File: src/rtl/lfsr_pkg.sv
// Shared constants, form selector and maximal-length tap tables for the
// LFSR sequence generator.
package lfsr_pkg;

  localparam int LFSR_MIN_BITS = 3;
  localparam int LFSR_MAX_BITS = 32;

  // Feedback structure: external XOR chain or XOR gates inside the shift path.
  typedef enum logic {
    LFSR_FIB = 1'b0,
    LFSR_GAL = 1'b1
  } lfsr_form_e;

  // Fibonacci tap mask: bit (t-1) set for every tap t of a primitive polynomial.
  function automatic logic [31:0] f_Taps_Fib(input int n);
    logic [31:0] taps;
    case (n)
      3:       taps = 32'h0000_0006;
      4:       taps = 32'h0000_000C;
      5:       taps = 32'h0000_0014;
      6:       taps = 32'h0000_0030;
      7:       taps = 32'h0000_0060;
      8:       taps = 32'h0000_00B8;
      9:       taps = 32'h0000_0110;
      10:      taps = 32'h0000_0240;
      11:      taps = 32'h0000_0500;
      12:      taps = 32'h0000_0829;
      13:      taps = 32'h0000_100D;
      14:      taps = 32'h0000_2015;
      15:      taps = 32'h0000_6000;
      16:      taps = 32'h0000_D008;
      17:      taps = 32'h0001_2000;
      18:      taps = 32'h0002_0400;
      19:      taps = 32'h0004_0023;
      20:      taps = 32'h0009_0000;
      21:      taps = 32'h0014_0000;
      22:      taps = 32'h0030_0000;
      23:      taps = 32'h0042_0000;
      24:      taps = 32'h00E1_0000;
      25:      taps = 32'h0120_0000;
      26:      taps = 32'h0200_0023;
      27:      taps = 32'h0400_0013;
      28:      taps = 32'h0900_0000;
      29:      taps = 32'h1400_0000;
      30:      taps = 32'h2000_0029;
      31:      taps = 32'h4800_0000;
      32:      taps = 32'h8020_0003;
      default: taps = 32'h0000_0000;
    endcase
    return taps;
  endfunction

  // Galois mask for the same polynomial: the x^n term is implied by the MSB
  // feeding back, the lower coefficients move up one place and x^0 is always set.
  function automatic logic [31:0] f_Taps_Gal(input int n);
    logic [31:0] fib;
    logic [31:0] mask;
    fib  = f_Taps_Fib(n);
    mask = (n >= 32) ? 32'hFFFF_FFFF : ((32'd1 << n) - 32'd1);
    return ((fib << 1) & mask) | 32'd1;
  endfunction

endpackage

File: src/rtl/lfsr_next_state.sv
// Combinational next-state function of the LFSR for either feedback form.
module lfsr_next_state
  import lfsr_pkg::*;
#(
  parameter int NUM_BITS = 8
) (
  input  logic [NUM_BITS-1:0] i_State,
  input  lfsr_form_e          i_Mode,
  input  logic [NUM_BITS-1:0] i_Taps_Fib,
  input  logic [NUM_BITS-1:0] i_Taps_Gal,
  output logic [NUM_BITS-1:0] o_Next
);

  logic w_Fb;

  // Shift left; new LSB is the tap parity (Fibonacci) or the MSB is folded into the taps (Galois).
  always_comb begin
    w_Fb = ^(i_State & i_Taps_Fib);
    if (i_Mode == LFSR_GAL) begin
      o_Next = {i_State[NUM_BITS-2:0], 1'b0} ^ ({NUM_BITS{i_State[NUM_BITS-1]}} & i_Taps_Gal);
    end else begin
      o_Next = {i_State[NUM_BITS-2:0], w_Fb};
    end
  end

endmodule

File: src/rtl/lfsr_seq_gen.sv
// Maximal-length LFSR sequence generator with runtime seed load, zero-seed
// lock-up protection, wrap detection and period measurement.
module lfsr_seq_gen
  import lfsr_pkg::*;
#(
  parameter int                  NUM_BITS   = 8,
  parameter int                  GALOIS     = 0,
  parameter logic [NUM_BITS-1:0] SEED_RESET = NUM_BITS'(1)
) (
  input  logic                i_Clk,
  input  logic                i_Rst_L,
  input  logic                i_Enable,
  input  logic                i_Seed_DV,
  input  logic [NUM_BITS-1:0] i_Seed_Data,
  output logic [NUM_BITS-1:0] o_LFSR_Data,
  output logic                o_LFSR_Done,
  output logic                o_Lockup,
  output logic [NUM_BITS-1:0] o_Period
);

  generate
    if (NUM_BITS < LFSR_MIN_BITS || NUM_BITS > LFSR_MAX_BITS) begin : g_bad_width
      $error("lfsr_seq_gen: NUM_BITS=%0d outside %0d..%0d", NUM_BITS, LFSR_MIN_BITS, LFSR_MAX_BITS);
    end
    if (SEED_RESET == '0) begin : g_bad_seed
      $error("lfsr_seq_gen: SEED_RESET must be non-zero");
    end
  endgenerate

  localparam logic [31:0]         TAPS_FIB_ALL = f_Taps_Fib(NUM_BITS);
  localparam logic [31:0]         TAPS_GAL_ALL = f_Taps_Gal(NUM_BITS);
  localparam logic [NUM_BITS-1:0] TAPS_FIB     = TAPS_FIB_ALL[NUM_BITS-1:0];
  localparam logic [NUM_BITS-1:0] TAPS_GAL     = TAPS_GAL_ALL[NUM_BITS-1:0];
  localparam lfsr_form_e          FORM         = (GALOIS != 0) ? LFSR_GAL : LFSR_FIB;
  localparam logic [NUM_BITS-1:0] ONE          = NUM_BITS'(1);

  logic [NUM_BITS-1:0] r_LFSR;
  logic [NUM_BITS-1:0] r_Seed;
  logic [NUM_BITS-1:0] r_Count;
  logic [NUM_BITS-1:0] r_Period;
  logic                r_Done;
  logic                r_Lockup;

  logic [NUM_BITS-1:0] w_Next;
  logic [NUM_BITS-1:0] w_Seed_Fix;
  logic                w_Seed_Zero;
  logic                w_Wrap;

  lfsr_next_state #(
    .NUM_BITS (NUM_BITS)
  ) u_next_state (
    .i_State    (r_LFSR),
    .i_Mode     (FORM),
    .i_Taps_Fib (TAPS_FIB),
    .i_Taps_Gal (TAPS_GAL),
    .o_Next     (w_Next)
  );

  // A zero seed would freeze the register forever, so it is replaced by 1.
  always_comb begin
    w_Seed_Zero = (i_Seed_Data == '0);
    w_Seed_Fix  = w_Seed_Zero ? ONE : i_Seed_Data;
    w_Wrap      = (w_Next == r_Seed);
  end

  // State, seed, period counter and status pulses; seed load beats step beats hold.
  always_ff @(posedge i_Clk or negedge i_Rst_L) begin
    if (!i_Rst_L) begin
      r_LFSR   <= SEED_RESET;
      r_Seed   <= SEED_RESET;
      r_Count  <= '0;
      r_Period <= '0;
      r_Done   <= 1'b0;
      r_Lockup <= 1'b0;
    end else if (i_Seed_DV) begin
      r_LFSR   <= w_Seed_Fix;
      r_Seed   <= w_Seed_Fix;
      r_Count  <= '0;
      r_Done   <= 1'b0;
      r_Lockup <= w_Seed_Zero;
    end else if (i_Enable) begin
      r_LFSR   <= w_Next;
      r_Lockup <= 1'b0;
      if (w_Wrap) begin
        r_Done   <= 1'b1;
        r_Period <= r_Count + ONE;
        r_Count  <= '0;
      end else begin
        r_Done   <= 1'b0;
        r_Count  <= r_Count + ONE;
      end
    end else begin
      r_Done   <= 1'b0;
      r_Lockup <= 1'b0;
    end
  end

  assign o_LFSR_Data = r_LFSR;
  assign o_LFSR_Done = r_Done;
  assign o_Lockup    = r_Lockup;
  assign o_Period    = r_Period;

endmodule

File: config.mk
export PLATFORM = sky130hd
export DESIGN_NAME = lfsr_seq_gen
export DESIGN_NICKNAME = d
export VERILOG_FILES = /design/src/rtl/lfsr_pkg.sv /design/src/rtl/lfsr_next_state.sv /design/src/rtl/lfsr_seq_gen.sv
export SDC_FILE = /design/constraint.sdc
export NUM_CORES = 1
export LEC_CHECK = 0
export BUFFER_PORTS_ARGS = -buffer_cell sky130_fd_sc_hd__buf_4
export CORE_MARGIN = 2
export CORE_UTILIZATION = 40
export DETAILED_ROUTE_END_ITERATION = 6
export GPL_TIMING_DRIVEN = 0
export SETUP_SLACK_MARGIN = 0.3
export SLEW_MARGIN = 30
export SYNTH_ARGS = -nofsm -noshare
export SYNTH_HDL_FRONTEND = slang
export SYNTH_SLANG_ARGS = --single-unit
File: constraint.sdc
create_clock -name i_Clk -period 5.8 [get_ports i_Clk]
set_clock_uncertainty 0.05 [all_clocks]
set_input_delay 0.87 -clock i_Clk [delete_from_list [all_inputs] [get_ports i_Clk]]
set_output_delay 0.87 -clock i_Clk [all_outputs]
set_load 0.02 [all_outputs]
---- Word level (Yosys, flattened, before mapping) ----
Cells that the tools add are included.
storage, ports and cells
  register bits after elaboration ......... 34
  input port bits ......................... 12
  output and inout bits ................... 18
cells by class
  add/subtract/negate cells ............... 1
  eq/ne operators ......................... 1
  muxes and demuxes ....................... 10
  bitwise logic cells ..................... 1
  reduce and logical (&&, ||, !) cells .... 4
operators with widths
  cell                 count
  $mux 8               6
  $add 8x1->8 const B  1
  $eq 8x8->1           1
  $logic_not 8->1      1
  $reduce_xor 8->1     1
  $mux 1               4
  $reduce_and 3->1     1
  $reduce_bool 2->1    1
  $not 1->1            1

---- Logic depth before layout (Yosys ltp) ----
  depth after elaboration ................. 5
  depth in mapped cells ................... 5
  gate-level depth less buffers ........... 5

---- By module ----
A second synthesis with hierarchy kept.
second synthesis, totals
  cell total of the unflattened synthesis .. 180
  area total of the unflattened synthesis .. 1752.9 um^2
by module, submodules not included
  module           times used  cells an instance  area each (um^2)  sequential area each (um^2)
  lfsr_seq_gen     1           147                1555.2            853.3
  lfsr_next_state  1           33                 197.7             0.0

---- Worst setup path after synthesis ----
OpenSTA, ideal clock, no wires.
  kind .................................... flip-flop to flip-flop
  start point ............................. register r_LFSR[3], in the netlist o_LFSR_Data[3]
  end point ............................... register r_Period[1], in the netlist o_Period[1]
  library setup time ...................... 0.125 ns
  arrival time ............................ 2.008 ns
  path slack .............................. 3.617 ns
  stages on the path, launching flop included .. 5
  cells stage by stage .................... dfrtp_1 xnor2_1 xor3_2 nor4_4 mux2_2
on the way
  cells in the longest elaborated chain, start to end .. 3
RTL lines
  item                            RTL line               text
  from (decl)                     lfsr_seq_gen.sv:37     logic [NUM_BITS-1:0] r_LFSR;
  from (signal assigned)          lfsr_seq_gen.sv:76     r_LFSR <= w_Seed_Fix;
  from (signal assigned)          lfsr_seq_gen.sv:82     r_LFSR <= w_Next;
  $reduce_xor 8->1                lfsr_next_state.sv:18  w_Fb = ^(i_State & i_Taps_Fib);
  $eq 8x8->1 (*)                  lfsr_seq_gen.sv:63     w_Wrap = (w_Next == r_Seed);
  $reduce_and 3->1 (no line) (*)  --
  to (signal assigned)            lfsr_seq_gen.sv:86     r_Period <= r_Count + ONE;
  to (decl)                       lfsr_seq_gen.sv:40     logic [NUM_BITS-1:0] r_Period;
Mark *: on every way between the ends. The rest lies on a longest branch, timed or not.
A chain may end at the register's enable or synchronous reset.

---- Worst setup path after layout ----
  start point ............................. register r_LFSR[3], in the netlist o_LFSR_Data[3]
  end point ............................... register r_Period[4], in the netlist o_Period[4]
The elaborated chain is that of the path after synthesis.

==> impl_metrics.ini <==
[status]
status = finished clean

[cells_and_area]
nNetsFinal = 200
n_antenna_cell = 0
drive_gt1_share_pct = 24.6
syn_to_final_growth_pct = 20.7

[logic_synthesis]
synth_area_leader_cell = dfrtp_1
synth-simple-area-share_pct = 13.2
ys.flop_type = dfrtp_1
synth_xor_area_share_pct = 12.6
synthDistinctLibCells = 30
synth_compound_gate_area_share_pct = 8.09
yosys-mux-area-fraction_pct = 9.61
synth.area.top_cells = dfrtp_1, xnor2_1, mux2i_1
synth_top_family_by_area = simple AND/OR/NAND/NOR gates
yosys-top-cells-count = dfrtp_1, o21ai_0, xnor2_1, nand2_1, inv_1
yosysWarnings = 0
netlist_area_um2 = 1650
synth_fa_ha_area_share_pct = 0.756
synth-edff-count = 0
syn_nets = 166
synthCells = 153
avgSynthCellArea_um2 = 10.8
yosysMostFrequentCell = dfrtp_1
yosys_register_bits = 34
netlist.area_leader.share_pct = 48.4
synthArstFlopShare_pct = 100
yosysSeqAreaShare_pct = 51.6

[placed_design]
port_buffers = 27
dpl.hpwl_um = 2410
place_ws_ns = 3.29
gp_congestion = 0.764

[clock_tree]
cts-root-buf = clkbuf_8
htreeDepth = 2
clockBufferDepth = 2
cts_buffers = 5
cts_setup_buffers = 0
cts.clk_slew.worst_paths_ns = 0.06
numClockSinks = 34
clkLatencyLatePin_ns = 0.28
cts_tree = yes
ctsResizeCount = 0
holdBufCountCts = 0

[setup_path]
startpoint = o_LFSR_Data[3]
start_kind = flop
critPathKind = reg2reg
crit_fanout = 8
arrival_ns = 2.53
crit_required_ns = 5.91
r2r_start = o_LFSR_Data[3]
cp-end-kind = flop
timing.reg2reg.setup_slack_ns = 3.38

[global_routing]
grt_pass1_vias = 1201
grt_overflow = 0
antenna_found_initial = 0
grt_pass1_wl_um = 5440
grt_start_max_net_pins = 35
grt_use_total_pct = 16.2

[timing]
final.setup.tns_ns = 0
setup_viol = 0
drv_slew = 0
fmax_mhz = 413
maxSlewHeadroom_pct = 53.9
hold_viol = 0
period_minus_slack_ns = 2.42
worst_pin_slew_ns = 0.692
fin_ws_ns = 3.38
period_share_pct = 41.7
rsz0062_at_grt = false

[die]
fp.coreArea_um2 = 4000
initial_core_util_pct = 41.4
placementRows = 23
io_pins = 30
die_area_um2 = 4670
fp.dieH_um = 68.3
chipWidth_um = 68.3

[power]
pwr-share-seq_pct = 51.6
p_int_uw = 377
power_frac_comb_pct = 17.5
switching_share_pct = 27.0
clock_power_share_pct = 30.9
vdd_drop_max_mv = 0.122
p_sw_uw = 139
p_leak_uw = 0.000986
power_density_nw_per_um2 = 259

[routing]
via_count = 1216
drt_iter0_drc = 58
drcViolationCount = 0
finalWirelength_um = 3280
dr.pass1.iters = 4
drtAntennaViolNets = 0
routed_wire_length_per_instance_um = 13.8
vias_per_cell = 5.13

[flow_run]
cap_violations = 0

[min_path]
hold_class = reg2reg
hold_start = o_Period[6]
## registers in the layout (all words and copies together) (netlist names)
register     flops
r_Seed           8
r_Count          8
o_LFSR_Data      8
o_Lockup         1
o_LFSR_Done      1
o_Period         8
## worst max-delay path: stages (launching register included)
cell and delay (ns):
dfrtp_1 0.46, xnor2_1 0.34, xor3_2 0.45, nor4_4 0.59, mux2_2 0.41
## area by class of cell
type / instances / area, µm²
plain buffers: 6 / 22.5
clock buffers: 7 / 76.3
fillers: 369 / 2000
inverters: 12 / 45.0
multi-input cells: 101 / 733
flip-flops and latches: 34 / 853
well taps: 50 / 62.6
repair buffers: 27 / 203
## layer usage
layer | share of wire [%] | wire length (µm) | GRT usage, %
met1 | 42 | 1390 | 19.3
met2 | 50 | 1640 | 26.9
met3 | 5.7 | 186 | 5.10
met4 | 1.9 | 63 | 7.00
met5 | 0 | 0 | 0
## cell usage in the layout, fill, tap and decap left out, drive strengths merged
| master | count |
|---|---|
| o21ai | 16 |
| a21boi | 1 |
| nor2b | 1 |
| o41a | 1 |
| nor4 | 3 |
| xnor2 | 15 |
| xor2 | 6 |
| dfrtp | 32 |
| dfstp | 2 |
| and3 | 3 |
| nand3 | 4 |
| a2bb2oi | 1 |
| or3 | 2 |
| a31o | 1 |
| nand4 | 2 |
| mux2i | 8 |
| and2 | 5 |
| a41o | 1 |
| nor2 | 5 |
| xor3 | 1 |
| nand2 | 13 |
| ha | 1 |
| mux2 | 7 |
| buf | 30 |
| nor3 | 3 |
| a31oi | 1 |
| inv | 12 |
| clkbuf | 10 |
## final timing paths
path / to / cells past startpoint
max reg2reg: o_Period[4] / 4
min in group asynchronous: o_Period[5] / 1
min: o_Period[6] / 1
max: o_Period[4] / 4
max in group asynchronous: o_LFSR_Data[0] / 1
min reg2reg: o_Period[6] / 1
## metrics by stage
stage / hold WS, ns / total power, µW / cells / utilization, % / cell area, µm²
2_1_floorplan: 0.438 / 327 / 153 / - / 1650
3_3_place_gp: 0.443 / 360 / 230 / 48.0 / 1920
3_5_place_dp: 0.447 / 362 / 230 / 48.0 / 1920
4_1_cts: 0.462 / 526 / 237 / 49.9 / 2000
5_1_grt: 0.472 / 544 / 237 / 49.9 / 2000
6_report: 0.457 / 516 / 237 / 49.9 / 2000
## cell families after synthesis
group | Yosys count
xor+xnor | 22
simple gates | 41
flops | 34
fa+ha+maj | 1
compound gates | 22
buf+inv | 18
mux | 15
## power by group through the flow
stage                     sequential, µW  clock [µW]  combinational (µW)
after floorplan                      277           0                50.4
after global placement               270           0                89.9
after detailed placement             271           0                91.3
after CTS                            267         167                92.0
after global routing                 269         175                99.7
final                                267         159                90.3
Note: power is estimated with default switching activity, not from simulation.
